File: config.mk
export PLATFORM = sky130hd
export DESIGN_NAME = media_notas_flat
export DESIGN_NICKNAME = d
export VERILOG_FILES = /design/src/rtl/media_notas_if.sv /design/src/rtl/media_notas.sv /design/src/flat_wrapper.sv
export SDC_FILE = /design/constraint.sdc
export NUM_CORES = 1
export LEC_CHECK = 0
export BUFFER_PORTS_ARGS = -buffer_cell sky130_fd_sc_hd__buf_4
export CORE_AREA = 4 4 51 48
export CTS_CLUSTER_SIZE = 16
export DETAILED_ROUTE_END_ITERATION = 7
export DIE_AREA = 0 0 55 52
export GPL_TIMING_DRIVEN = 0
export PLACE_DENSITY = 0.88
export SETUP_SLACK_MARGIN = 0.1
export SYNTH_ARGS = -nofsm -noshare
export SYNTH_HDL_FRONTEND = slang
export SYNTH_SLANG_ARGS = --single-unit
File: constraint.sdc
create_clock -name clk_2 -period 3.7 [get_ports clk_2]
set_input_delay 0.74 -clock clk_2 [delete_from_list [all_inputs] [get_ports clk_2]]
set_output_delay 0.74 -clock clk_2 [all_outputs]
set_load 0.05 [all_outputs]
File: src/rtl/media_notas_if.sv
// media_notas_if
// Groups the grade-entry controls and the averaging results into one bundle.
//   master : the switch/button side. It drives nota_in, enter and clear, and it
//            observes media, media_valid, count, busy and erro.
//   slave  : the averaging block. It takes the controls and drives the results.
interface media_notas_if;
  logic [3:0] nota_in;
  logic       enter;
  logic       clear;
  logic [3:0] media;
  logic       media_valid;
  logic [3:0] count;
  logic       busy;
  logic       erro;

  modport master (
    output nota_in, enter, clear,
    input  media, media_valid, count, busy, erro
  );

  modport slave (
    input  nota_in, enter, clear,
    output media, media_valid, count, busy, erro
  );
endinterface

File: src/rtl/media_notas.sv
// media_notas
// Collects NUM_NOTAS grades from the switches, one per rising edge of enter.
// When the last grade is accepted, it produces the rounded average.
// Ports:
//   clk_2  - single clock, active on the rising edge
//   reset  - asynchronous, active-high reset
//   nif    - slave side of media_notas_if:
//            nota_in / enter / clear in,
//            media / media_valid / count / busy / erro out
//
// state   | meaning
// IDLE    | no grade accepted yet
// COLLECT | at least one grade accepted, average not complete
// DONE    | average registered on media, further entries ignored
module media_notas #(
  parameter int NUM_NOTAS = 4,
  parameter int NOTA_MAX  = 10
) (
  input  logic            clk_2,
  input  logic            reset,
  media_notas_if.slave    nif
);

  localparam int         LOG2     = $clog2(NUM_NOTAS);
  localparam logic [4:0] NOTA_LIM = 5'(NOTA_MAX);
  localparam logic [3:0] CNT_LAST = 4'(NUM_NOTAS);
  localparam logic [7:0] HALF     = 8'(NUM_NOTAS / 2);

  typedef enum logic [1:0] {IDLE, COLLECT, DONE} state_t;

  state_t     state, state_nxt;
  logic       enter_q;
  logic [6:0] sum, sum_nxt;
  logic [3:0] count, count_nxt;
  logic [3:0] media, media_nxt;
  logic       media_valid, media_valid_nxt;
  logic       erro, erro_nxt;

  logic       entry_evt;
  logic [6:0] sum_add;
  logic [3:0] count_inc;
  logic [7:0] rnd;

  assign entry_evt = nif.enter & ~enter_q;
  assign sum_add   = sum + {3'b000, nif.nota_in};
  assign count_inc = count + 4'd1;
  // Round half up: add half the divisor before shifting.
  assign rnd       = {1'b0, sum_add} + HALF;

  // enter_q resets high, so an enter held high across reset release
  // does not look like a rising edge.
  always_ff @(posedge clk_2 or posedge reset) begin
    if (reset) begin
      state       <= IDLE;
      enter_q     <= 1'b1;
      sum         <= '0;
      count       <= '0;
      media       <= '0;
      media_valid <= 1'b0;
      erro        <= 1'b0;
    end else begin
      state       <= state_nxt;
      enter_q     <= nif.enter;
      sum         <= sum_nxt;
      count       <= count_nxt;
      media       <= media_nxt;
      media_valid <= media_valid_nxt;
      erro        <= erro_nxt;
    end
  end

  always_comb begin
    state_nxt       = state;
    sum_nxt         = sum;
    count_nxt       = count;
    media_nxt       = media;
    media_valid_nxt = media_valid;
    erro_nxt        = 1'b0;

    if (nif.clear) begin
      // clear takes priority over a coincident entry, and that grade is lost.
      state_nxt       = IDLE;
      sum_nxt         = '0;
      count_nxt       = '0;
      media_nxt       = '0;
      media_valid_nxt = 1'b0;
    end else begin
      unique case (state)
        IDLE, COLLECT: begin
          if (entry_evt) begin
            if ({1'b0, nif.nota_in} > NOTA_LIM) begin
              erro_nxt = 1'b1;
            end else begin
              sum_nxt   = sum_add;
              count_nxt = count_inc;
              if (count_inc == CNT_LAST) begin
                state_nxt       = DONE;
                media_nxt       = rnd[LOG2 +: 4];
                media_valid_nxt = 1'b1;
              end else begin
                state_nxt = COLLECT;
              end
            end
          end
        end
        DONE: ;
        default: state_nxt = IDLE;
      endcase
    end
  end

  assign nif.media       = media;
  assign nif.media_valid = media_valid;
  assign nif.count       = count;
  assign nif.busy        = (state == COLLECT);
  assign nif.erro        = erro;

endmodule
File: src/flat_wrapper.sv
// flat-port wrapper written by rule: the top's interface ports become plain ports
module media_notas_flat 
#(
  parameter int NUM_NOTAS = 4,
  parameter int NOTA_MAX  = 10
)
  (clk_2, reset, nif_nota_in, nif_enter, nif_clear, nif_media, nif_media_valid, nif_count, nif_busy, nif_erro);
  media_notas_if nif_i ();
  input  logic clk_2;
  input  logic reset;
  input wire logic [$bits(nif_i.nota_in)-1:0] nif_nota_in;
  input wire logic [$bits(nif_i.enter)-1:0] nif_enter;
  input wire logic [$bits(nif_i.clear)-1:0] nif_clear;
  output wire logic [$bits(nif_i.media)-1:0] nif_media;
  output wire logic [$bits(nif_i.media_valid)-1:0] nif_media_valid;
  output wire logic [$bits(nif_i.count)-1:0] nif_count;
  output wire logic [$bits(nif_i.busy)-1:0] nif_busy;
  output wire logic [$bits(nif_i.erro)-1:0] nif_erro;
  assign nif_i.nota_in = nif_nota_in;
  assign nif_i.enter = nif_enter;
  assign nif_i.clear = nif_clear;
  assign nif_media = nif_i.media;
  assign nif_media_valid = nif_i.media_valid;
  assign nif_count = nif_i.count;
  assign nif_busy = nif_i.busy;
  assign nif_erro = nif_i.erro;
  media_notas #(.NUM_NOTAS(NUM_NOTAS), .NOTA_MAX(NOTA_MAX)) u_core (.clk_2(clk_2), .reset(reset), .nif(nif_i));
endmodule
## Yosys cells after proc, flatten, opt, wreduce, memory -nomap -nowiden

Cells that the tools add are included.

| word-level totals | value |
|---|---|
| flip-flop bits (word level) | 20 |
| output and inout port bits | 11 |
| RAM bits | 0 |
| ROM bits | 0 |
| input port bits | 8 |
| bits in latches | 0 |
| memories | 0 |

| cells by class | value |
|---|---|
| equal/unequal tests | 7 |
| shifts and indexed selects | 0 |
| $lt $le $gt $ge | 1 |
| add/sub/neg operators | 3 |
| divide/modulo/power cells | 0 |
| reduce and logical (&&, ||, !) cells | 8 |
| muxes and demuxes | 27 |
| $mul | 0 |
| bitwise logic cells | 2 |

Operators by type and width:

| kind | count |
|---|---|
| two-way mux 4 bit | 9 |
| two-way mux 7 bit | 4 |
| two-way mux 1 bit | 9 |
| two-way mux 2 bit | 4 |
| adder 7 x 4 -> 7 bit | 1 |
| adder 6 x 2 -> 6 bit (second input constant) | 1 |
| AND reduction 3 bit | 2 |
| nonzero test 2 bit | 3 |
| adder 4 x 1 -> 4 bit (second input constant) | 1 |
| equality test 4 x 3 -> 1 bit (second input constant) | 1 |
| greater-than comparator 4 bit (second input constant) | 1 |
| inequality test 2 bit (second input constant) | 2 |
| one-hot mux 2 bit (2 select lines) | 1 |
| AND reduction 4 bit | 1 |
| inequality test 3 x 2 -> 1 bit (second input constant) | 1 |
| inequality test 3 bit (second input constant) | 1 |
| equality test 2 x 1 -> 1 bit (second input constant) | 1 |
| equality test 2 bit (second input constant) | 1 |
| logical NOT 2 bit | 1 |
| OR reduction 2 bit | 1 |
| bitwise AND 1 bit | 1 |
| inverter 1 bit | 1 |

## Longest topological paths before layout

| logic depth | value |
|---|---|
| depth after elaboration | 7 |
| gate-level depth with buffers | 7 |
| mapped depth without buffers | 7 |

## Least setup slack after synthesis

No wires, ideal clock.

| timing path | value |
|---|---|
| path kind | input port to flip-flop |
| start | in nif_nota_in[0] |
| end | reg u_core.media[3] (netlist: u_core.nif.media[3]) |
| setup slack | 1.350 ns |
| arrival | 2.229 ns |
| path buffers | 0 |
| data required time | 3.578 ns |
| stages on the path | 6 |
| cells stage by stage | ha_1 fa_1 xor2_1 ha_1 a31o_1 a32o_1 |

| on the way | value |
|---|---|
| word-level cells in the longest chain between the ends | 7 |
| elaborated cells between the ends (all ways) | 10 |
| classes of those cells | add/sub: 2; order compare: 1; eq/ne: 1; mux: 5; reduce/logical: 1 |

RTL lines:

| element | line | text |
|---|---|---|
| start: declaration | flat_wrapper.sv:11 | `input wire logic [$bits(nif_i.nota_in)-1:0] nif_nota_in;` |
| adder 7 x 4 -> 7 bit | media_notas.sv:45 | `assign sum_add = sum + {3'b000, nif.nota_in};` |
| adder 6 x 2 -> 6 bit | media_notas.sv:48 | `assign rnd = {1'b0, sum_add} + HALF;` |
| two-way mux 4 bit | media_notas.sv:96 | `if (count_inc == CNT_LAST) begin` |
| two-way mux 4 bit | media_notas.sv:91 | `if ({1'b0, nif.nota_in} > NOTA_LIM) begin` |
| two-way mux 4 bit | media_notas.sv:90 | `if (entry_evt) begin` |
| two-way mux 4 bit | media_notas.sv:88 | `unique case (state)` |
| two-way mux 4 bit | media_notas.sv:80 | `if (nif.clear) begin` |
| end signal: assignment | media_notas.sv:66 | `media <= media_nxt;` |
| end: declaration | media_notas.sv:35 | `logic [3:0] media, media_nxt;` |

Several ways; a longest one is shown, not always the timed one. The select of a mux whose other input is x is not followed.
A chain may end at the register's enable or synchronous reset.

## Worst setup path after layout

Ends and elaborated chain as after synthesis.

==> results.tsv <==
metric	value	unit
min-delay-start	u_core.nif.media[3]$_DFFE_PP0P_	
first_pass_iters	4	
synthCells	95	
synthArstFlopShare	1.00	
regArea	477	sq um
arrival	2450	ps
layout_worst_path_cycle_share	0.608	
synthFlopType	dfrtp_1	
fin_skew	1.63	ps
grt_pass1_wl	3.49	mm
p_leak	0.627	nW
slew-limit-headroom	0.529	
cts_hold_buffers	0	
clockBufferDepth	2	
multi_input_area	566	sq um
drive_gt1_frac	0.284	
n_antenna_cell	0	
yosysMostFrequentCell	dfrtp_1	
synth_seq_cells	19	
syn_area	0.00106	sq mm
grtUsageMet3	0.0258	
cts_buffers	3	
critPathMaxFanout	3	
gp_congestion	0.830	
dieArea	0.00286	sq mm
synth.top_cell.area_share	0.424	
grt_usage	0.176	
max_stage_delay	460	ps
dp_hpwl	1.62	mm
synth_edf_count	0	
busiest_layer	met2	
wl_per_cell	15.1	microns
crit_family	adder cells	
synthDistinctLibCells	39	
grt_max_degree	20	
yosys_warnings	0	
chipWidth	55	microns
status	finished clean	
first_iter_violations	11	
hold_path_class	flop to flop	
postCtsSetupRepairBufs	0	
num-fill-cells	150	
critPathSlowestCell	fa_1	
root_buffer	clkbuf_4	
fmax	445	MHz
grt_overflow_total	0	
cp-end-kind	flop	
htreeDepth	1	
crit_chain	buf_4 -> ha_1 -> fa_1 -> xor2_1 -> ha_1 -> nand4_1 -> a32o_1	
drcViolationCount	0	
use_met2	0.313	
fin_crit	2250	ps
viasPerCell	5.79	
critPathBufInv	1	
finalMaxSlewViolations	0	
total_power	0.399	mW
vias	817	
criticalPathCategory	input port to flop	
port_buffers	17	
cts_tree	done	
ys_top_cells_by_count	dfrtp_1, a22o_1, ha_1, nand2_1, nor2_1	
cts_resized	0	
grt_antenna_before_repair	0	
synth_top_area_cell	dfrtp_1	
detail-route-antenna-nets	0	
cap_viol_max_count	0	
synth_area_per_cell	11.2	sq um
synth_area_leaders	dfrtp_1, ha_1, a22o_1, xor2_1, dfstp_2	
syn_nets	111	
cts.sinks	19	
ys_seq_area_frac	0.448	
grtUsageMet1	0.195	
ioPinCount	19	
worst_slew_pin_slew	706	ps
power_density	319	mW/mm^2
finalHoldViolCount	0	
first_global_vias	801	
finalSetupTns	0	ps
setup_viol	0	
rsz0062_at_grt	no	
nNetsFinal	133	
clk-insertion-delay-late	300	ps
start_util	0.561	
cp_common_cell	ha_1	
clk_pin_slew	110	ps
design.core.area	0.00190	sq mm
die_y	52	microns
r2r_start	u_core.sum[0]$_DFFE_PP0P_	
wl	2.13	mm
rows	15	
irDropWorstVdd	228	uV
worstPathRequired	3900	ps
startpoint	nif_nota_in[0]	
syn_to_final_growth	17.5	%
startpoint_type	input port	
sequential cells by signal (all words and copies together), names as in the netlist:
register                flops
u_core.sum                  6
u_core.nif.count            4
u_core.nif.media            4
u_core.state                2
u_core.enter_q              1
u_core.nif.erro             1
u_core.nif.media_valid      1
cells in the final DEF, fill, tap and decap left out, types with 2 or more instances in the layout:
cell | synthesis | routed
clkbuf_4 | 0 | 3
nand2_1 | 6 | 6
a21oi_2 | 2 | 2
nor2_1 | 6 | 6
o21ai_0 | 2 | 2
buf_4 | 0 | 17
a22o_1 | 9 | 9
inv_1 | 3 | 3
xor2_1 | 5 | 5
xnor2_1 | 2 | 2
nand3_1 | 3 | 3
dfrtp_1 | 18 | 18
a21oi_1 | 3 | 3
a21o_1 | 3 | 3
ha_1 | 7 | 7
path summary, 6_finish.rpt:
check                           slack [ps]  cells after the start                         endpoint
max in group asynchronous             2720                      2      u_core.state[1]$_DFFE_PP0P_
worst min-delay path                   510                      1  u_core.nif.media[3]$_DFFE_PP0P_
min in group asynchronous              540                      2  u_core.nif.media[0]$_DFFE_PP0P_
worst min register to register         510                      1  u_core.nif.media[3]$_DFFE_PP0P_
worst max-delay path                  1450                      7  u_core.nif.media[3]$_DFFE_PP0P_
worst max register to register        1600                      6  u_core.nif.media[3]$_DFFE_PP0P_
cells by family (layout without fill, tap and decap cells):
| kind of cell | Yosys count | in the layout | share of synthesized area |
|---|---|---|---|
| compound gates | 30 | 30 | 0.241 |
| xor+xnor | 7 | 7 | 0.0576 |
| fa+ha+maj | 8 | 8 | 0.101 |
| buf+inv | 5 | 26 | 0.0200 |
| flops | 19 | 19 | 0.448 |
| simple gates | 26 | 26 | 0.132 |
cell type report:
type,count,share of cell area
Buffer,2,0.00801
Clock buffer,3,0.0180
Clock inverter,1,0.00400
Inverter,3,0.00901
Multi-Input combinational cell,71,0.452
Sequential cell,19,0.381
Tap cell,25,0.0250
Timing Repair Buffer,17,0.102
power breakdown:
group | leakage (nW) | internal [mW] | switching, mW | total, mW
Clock | 0.0177 | 0.0404 | 0.0676 | 0.108
Sequential | 0.260 | 0.213 | 0.00479 | 0.218
Combinational | 0.349 | 0.0275 | 0.0459 | 0.0734
per-layer routing:
metal,part of all wire,vias up
met1,0.45,395
met4,0.025,0
met2,0.48,21
li1,-,394
met5,0,-
met3,0.046,7
per-stage QoR:
| step | setup WS (ps) | std cells | util | instance area [sq um] | hold slack, ps |
|---|---|---|---|---|---|
| 6_report | 1450 | 141 | 0.659 | 1250 | 512 |
| 5_1_grt | 1400 | 141 | 0.659 | 1250 | 521 |
| 4_1_cts | 1460 | 141 | 0.659 | 1250 | 520 |
| 3_5_place_dp | 1130 | 137 | 0.645 | 1220 | 494 |
| 3_3_place_gp | 1160 | 137 | 0.645 | 1220 | 483 |
| 2_1_floorplan | 1350 | 95 | - | 1060 | 477 |
Power figures use the tool's default switching activity.
